File: src/rtl/regfile_wb_queue.sv
// rtl/regfile_wb_queue.sv - in-order writeback queue with read-port bypass for the 32x32 regfile
module regfile_wb_queue #(
  parameter int DEPTH = 4
) (
  input  logic                       clk,
  input  logic                       rst,
  input  logic                       alu_valid,
  output logic                       alu_ready,
  input  logic [4:0]                 alu_rd,
  input  logic [31:0]                alu_val,
  input  logic                       lsu_valid,
  output logic                       lsu_ready,
  input  logic [4:0]                 lsu_rd,
  input  logic [31:0]                lsu_val,
  input  logic                       wb_hold,
  output logic                       w_enable,
  output logic [4:0]                 w_reg_name,
  output logic [31:0]                w_reg_val,
  input  logic [4:0]                 r1_reg_name,
  output logic                       r1_byp_hit,
  output logic [31:0]                r1_byp_val,
  input  logic [4:0]                 r2_reg_name,
  output logic                       r2_byp_hit,
  output logic [31:0]                r2_byp_val,
  output logic [$clog2(DEPTH):0]     count,
  output logic                       empty,
  output logic                       full
);

  localparam int AW = $clog2(DEPTH);
  localparam int CW = AW + 1;

  logic [4:0]    names [DEPTH];
  logic [31:0]   vals  [DEPTH];
  logic [AW-1:0] head;
  logic [AW-1:0] tail;

  logic          pop;
  logic          space;
  logic          lsu_fire;
  logic          alu_fire;
  logic          enq;
  logic [4:0]    enq_rd;
  logic [31:0]   enq_val;

  assign empty = (count == '0);
  assign full  = (count == CW'(DEPTH));

  // A pop frees the head slot at the same edge, so a full queue can still accept.
  assign pop   = !empty && !wb_hold && !rst;
  assign space = !full || pop;

  assign lsu_ready = space && !rst;
  assign alu_ready = space && !lsu_valid && !rst;
  assign lsu_fire  = lsu_valid && lsu_ready;
  assign alu_fire  = alu_valid && alu_ready;

  assign enq_rd  = lsu_fire ? lsu_rd  : alu_rd;
  assign enq_val = lsu_fire ? lsu_val : alu_val;
  // x0 writes complete the handshake but are dropped here.
  assign enq     = (lsu_fire || alu_fire) && (enq_rd != 5'd0);

  assign w_enable   = pop;
  assign w_reg_name = empty ? 5'd0  : names[head];
  assign w_reg_val  = empty ? 32'd0 : vals[head];

  always_ff @(posedge clk) begin
    if (rst) begin
      head  <= '0;
      tail  <= '0;
      count <= '0;
    end else begin
      if (enq) begin
        names[tail] <= enq_rd;
        vals[tail]  <= enq_val;
        tail        <= tail + 1'b1;
      end
      if (pop) begin
        head <= head + 1'b1;
      end
      case ({enq, pop})
        2'b10:   count <= count + 1'b1;
        2'b01:   count <= count - 1'b1;
        default: count <= count;
      endcase
    end
  end

  // Walk oldest to youngest so the last match (nearest the tail) wins.
  always_comb begin
    logic [AW-1:0] idx;
    idx        = head;
    r1_byp_hit = 1'b0;
    r1_byp_val = 32'd0;
    r2_byp_hit = 1'b0;
    r2_byp_val = 32'd0;
    for (int i = 0; i < DEPTH; i++) begin
      idx = head + AW'(i);
      if (CW'(i) < count) begin
        if ((r1_reg_name != 5'd0) && (names[idx] == r1_reg_name)) begin
          r1_byp_hit = 1'b1;
          r1_byp_val = vals[idx];
        end
        if ((r2_reg_name != 5'd0) && (names[idx] == r2_reg_name)) begin
          r2_byp_hit = 1'b1;
          r2_byp_val = vals[idx];
        end
      end
    end
  end

endmodule

File: config.mk
export PLATFORM = sky130hd
export DESIGN_NAME = regfile_wb_queue
export DESIGN_NICKNAME = d
export VERILOG_FILES = /design/src/rtl/regfile_wb_queue.sv
export SDC_FILE = /design/constraint.sdc
export NUM_CORES = 1
export LEC_CHECK = 0
export ABC_CLOCK_PERIOD_IN_PS = 9970
export CAP_MARGIN = 10
export CORE_ASPECT_RATIO = 2
export CORE_MARGIN = 4
export CORE_UTILIZATION = 59
export DETAILED_ROUTE_END_ITERATION = 8
export GPL_ROUTABILITY_DRIVEN = 1
export PLACE_DENSITY = 0.95
export SLEW_MARGIN = 10
export SYNTH_ARGS = -nofsm -noshare
export SYNTH_HDL_FRONTEND = slang
export SYNTH_SLANG_ARGS = --single-unit
File: constraint.sdc
create_clock -name clk -period 9.97 [get_ports clk]
set_input_delay 1.4955 -clock clk [delete_from_list [all_inputs] [get_ports clk]]
set_output_delay 1.4955 -clock clk [all_outputs]
set_load 0.1 [all_outputs]
Word level (Yosys, flattened, before mapping):

Memory sizes are Yosys's and may differ from the RTL's. A register that Yosys moved wholly into a read port is not among the register bits.
Index checks and enable logic that the tools add are counted.
W data, S select, Z words.

* flip-flop bits (word level): 7
* RAM bits: 148
* output and inout bits: 111
* logic and storage cells: 98
* memories kept: 2

* $add $sub $neg: 6
* magnitude comparators: 4
* equality and inequality tests: 11
* multiplexer cells: 44
* reductions and logical operators: 28

Memory list
* vals: words 4, width 32, rd ports 4, clocked after memory_dff 1, write ports 1, RTL line 34 `logic [31:0] vals [DEPTH];`
* names: words 4, width 5, rd ports 4, clocked after memory_dff 1, write ports 1, RTL line 33 `logic [4:0] names [DEPTH];`

Operators by type and width (number)
* $mux W32: 18
* $eq A5 B5 Y1: 8
* $mux W1: 19
* $logic_and A1 B1 Y1: 16
* $reduce_bool A5 Y1: 3
* $mux W5: 2
* $mux W2: 4
* $lt A1 B3 Y1 const A: 2
* $lt A2 B3 Y1 const A: 2
* $pmux W3 S2: 1
* $logic_not A1 Y1: 5
* $add A2 B1 Y2 const B: 2
* $add A2 B2 Y2 const B: 2
* $add A3 B1 Y3 const B: 1
* $eq A3 B3 Y1 const B: 1
* $logic_not A3 Y1: 1
* $sub A3 B1 Y3 const B: 1
* $eq A2 B1 Y1 const B: 1
* $eq A2 B2 Y1 const B: 1
* $logic_or A1 B1 Y1: 2
* $reduce_bool A2 Y1: 1

Logic depth before layout (Yosys ltp):

* depth after elaboration: 13
* gate-level depth with buffers: 11
* mapped depth without buffers: 10

Worst setup path before layout:

OpenSTA, ideal clock, no wires.

* path type: input to output
* from: in r1_reg_name[0]
* to: out r1_byp_val[30]
* arrival: 5.043 ns
* data required time: 8.475 ns
* slack: 3.432 ns
* stages on the path: 8
* path buffers: 2
* path through: clkbuf_1 nor3_1 a211o_1 a211o_1 nor2_2 buf_2 a31oi_1 a211oi_1

* word-level cells in the longest chain between the ends: 10

RTL lines
* start: declaration: RTL line 19 `input logic [4:0] r1_reg_name,`
* $eq A5 B5 Y1 / $reduce_bool A5 Y1 (equally long branches): RTL line 100 `if ((r1_reg_name != 5'd0) && (names[idx] == r1_reg_name)) begin`
* $logic_and A1 B1 Y1: RTL line 100
* $mux W32: RTL line 100
* $mux W32: RTL line 99 `if (CW'(i) < count) begin`
* $mux W32: RTL line 100
* $mux W32: RTL line 99
* $mux W32: RTL line 100
* $mux W32: RTL line 99
* $mux W32: RTL line 100
* $mux W32 (*): RTL line 99
* end: declaration: RTL line 21 `output logic [31:0] r1_byp_val,`

Every way passes the cells marked *; elsewhere a longest branch is shown, timed or not.

Final worst setup path:

* from: in r1_reg_name[2]
* to: out r1_byp_val[0]

The elaborated chain is that of the path after synthesis.

==> flow_metrics.py <==
metrics = {
    "status": {
        "status": "complete, but fails checks",
        "failed_checks": "DRC",
    },
    "timing": {
        "report.final.slew_viol_count": 0,
        "max-slew-margin-rel_pct": 22.87,
        "hold_viol": 0,
        "fin_crit_ns": 7.347,
        "period_share_pct": 73.69,
        "skew_ns": 0.007130,
        "fmax_mhz": 136.1,
        "fin_ws_ns": 2.623,
        "setup_tns_ns": 0,
        "setup-violations-final": 0,
        "rsz0062_at_grt": "no",
        "worst_pin_slew_ns": 1.153,
    },
    "routing": {
        "viasPerCell": 7.493,
        "met1_length_mm": 11.97,
        "via_count": 10830,
        "highest_layer": "met4",
        "met3WireLength_mm": 4.884,
        "ant_nets": 0,
        "drcViolationCount": 39,
        "routed-wl-met2_mm": 20.57,
        "drt_wl_total_mm": 41.27,
        "drt_iter0_markers": 1785,
        "drt-pass1-iter-count": 9,
        "routedWlPerCell_um": 28.56,
    },
    "critical_path": {
        "r2r_cells": 10,
        "cp.arrival_ns": 5.85,
        "required_ns": 8.47,
        "critical_path_class": "in -> out",
        "end_kind": "output pin",
        "startpoint": "r1_reg_name[2]",
        "reg2reg_slack_ns": 5.34,
        "crit_fanout": 34,
        "crit_path_start_kind": "input pin",
        "r2r-end": "count[2]$_SDFFE_PP0P_",
        "endpoint": "r1_byp_val[0]",
        "reg2reg_from": "count[0]$_SDFFE_PP0P_",
    },
    "pwr": {
        "vdd_drop_max_v": 0.0001748,
        "power.density_nw_per_um2": 193.1,
        "p_leak_nw": 4.612,
    },
    "placement": {
        "io_buffers": 199,
        "dpl.hpwl_mm": 26.25,
        "routabilityCongestion": 0.9502,
        "place_ws_ns": 2.761,
        "placed_area_um2": 13940,
    },
    "logic_synthesis": {
        "synth_top_family_by_area": "multiplexers",
        "ys_ff_latch": 157,
        "synth_cells": 1043,
        "synth_cell_types": 50,
        "synthAdderAreaFrac_pct": 0.9483,
        "synth_simple_gate_area_share_pct": 12.99,
        "synth_xor_area_share_pct": 3.098,
        "synth_nets": 1141,
        "postSynthAreaPerCell_um2": 11.39,
        "ys_warn_count": 0,
        "ys_seq_area_share_pct": 38.94,
        "synth_mux_area_share_pct": 25.67,
        "syn_area_um2": 11880,
        "synth_compound_gate_area_share_pct": 13.82,
    },
    "clock_network": {
        "cts_tree": "built",
        "htreeDepth": 4,
        "cts.sinks": 157,
        "cts_buffer_depth": 2,
        "cts_buffers": 17,
        "cts_resized": 0,
        "postCtsSetupBuffers": 0,
        "ctsHoldBuffers": 0,
        "clock_latency_ns": 0.44,
        "cts-root-buf": "clkbuf_16",
        "clk_pin_slew_ns": 0.06,
    },
    "finish": {
        "final_util_pct": 73.38,
        "antenna_cells": 0,
        "layout_common_cells": "199 x clkdlybuf4s50_1, 148 x edfxtp_1, 90 x nor3_1",
        "nets": 1268,
        "layout_commonest_cell": "clkdlybuf4s50_1",
        "drive_above_1_share_pct": 22.49,
        "area_delta_synth_final_pct": 22.47,
        "fin_area_um2": 14540,
        "nFillCells": 1232,
    },
    "floorplan": {
        "dieArea_um2": 22600,
        "die_y_um": 208.6,
        "start_util_pct": 59.91,
        "core_area_um2": 19820,
        "rows": 73,
        "die_x_um": 108.3,
        "io_pins": 200,
    },
    "global_route": {
        "grt_use_total_pct": 36.43,
        "grt_antenna_before_repair": 0,
        "grt_start_max_net_pins": 72,
        "grt_pass1_wl_mm": 61.82,
        "grt-ovfl-total": 0,
        "first_global_vias": 11350,
    },
    "flow_run": {
        "cap_violations": 0,
    },
    "min_path": {
        "hp-class": "reg -> reg",
    },
}
[synth_stat cells (all sizes together)]
library cell / number / share of area [%]
o31ai: 1 / 0.063
ha: 9 / 0.95
xor2: 8 / 0.59
o21ai: 89 / 3.8
a211oi: 60 / 5.1
nor2b: 40 / 2.1
mux4: 84 / 16
buf: 44 / 2.1
nand2: 68 / 2.1
nor4: 2 / 0.23
xnor2: 34 / 2.5
nor3: 98 / 4.5
o21bai: 1 / 0.063
inv: 9 / 0.28
mux2: 68 / 6.4
o41ai: 1 / 0.23
dfxtp: 9 / 1.5
and2: 5 / 0.28
or2: 1 / 0.053
a311oi: 1 / 0.074
a21oi: 2 / 0.084
nand4: 5 / 0.26
nor2: 20 / 0.65
edfxtp: 148 / 37
and4: 1 / 0.074
a211o: 7 / 0.52
o21a: 6 / 0.38
a31oi: 32 / 1.7
nand3: 4 / 0.17
o2bb2ai: 5 / 0.37
o22ai: 27 / 1.4
o211ai: 2 / 0.13
or3: 2 / 0.11
nor4b: 2 / 0.15
mux2i: 39 / 3.3
clkbuf: 68 / 2.2
nand2b: 1 / 0.053
nor3b: 3 / 0.19
and3: 34 / 1.8
or4b: 3 / 0.25
[how the worst min path moves through the flow]
stage                          from                   end  cells after the start
2_1_floorplan  tail[1]$_SDFFE_PP0P_  tail[1]$_SDFFE_PP0P_                      2
4_1_cts        tail[1]$_SDFFE_PP0P_  tail[1]$_SDFFE_PP0P_                      2
3_3_place_gp   tail[1]$_SDFFE_PP0P_  tail[1]$_SDFFE_PP0P_                      2
3_5_place_dp   tail[1]$_SDFFE_PP0P_  tail[1]$_SDFFE_PP0P_                      2
6_report       tail[1]$_SDFFE_PP0P_  tail[1]$_SDFFE_PP0P_                      2
5_1_grt        tail[1]$_SDFFE_PP0P_  tail[1]$_SDFFE_PP0P_                      2
[registers in the layout (all words and copies together) (netlist names), named ones only]
| name | count |
|---|---|
| head | 2 |
| vals | 128 |
| names | 20 |
| tail | 2 |
| count | 3 |
[metrics by stage]
step	std cells	hold WS (ns)	total power [mW]
CTS	1445	0.6158	2.779
global placement	1413	0.5507	2.101
detailed placement	1413	0.5904	2.127
floorplan	1043	0.5175	1.811
global route	1445	0.7006	2.881
finish	1445	0.6221	2.808
[area by class of cell]
type,count,area (um2),area share (%)
multi-input combinational,765,6795,46.72
sequential,157,4634,31.87
timing repair buffer,220,2150,14.78
clock buffer,20,466.7,3.209
tap,262,327.8,2.254
clock inverter,12,136.4,0.9377
inverter,9,33.78,0.2323
[critical path, stage by stage]
cell and delay, ns:
clkdlybuf4s50_1 0.54, xor2_1 0.24, nor4_4 0.27, buf_4 0.41, and2_2 0.92, nor2_4 0.05
buf_4 0.35, a211oi_1 0.35, clkdlybuf4s50_1 1.19
[layer usage]
layer	vias up	track usage, %
li1	4354	-
met3	368	9.366
met1	5021	38.20
met4	0	27.33
met5	-	0
met2	1085	61.33
[where the power goes]
part | internal [mW] | switching (mW) | total, mW
clock | 0.390 | 0.271 | 0.661
sequential | 0.764 | 0.0618 | 0.825
combinational | 0.416 | 0.906 | 1.32
[logic make-up (layout without fill, tap and decap cells)]
family,count (synthesis),count (layout)
adders and majority gates,9,9
buffers and inverters,121,261
AOI/OAI and AO/OA,234,234
xor gates and xnor gates,42,42
and+or+nand+nor,289,289
DFF,157,157
muxes,191,191
(Power assumes the default switching activity.)
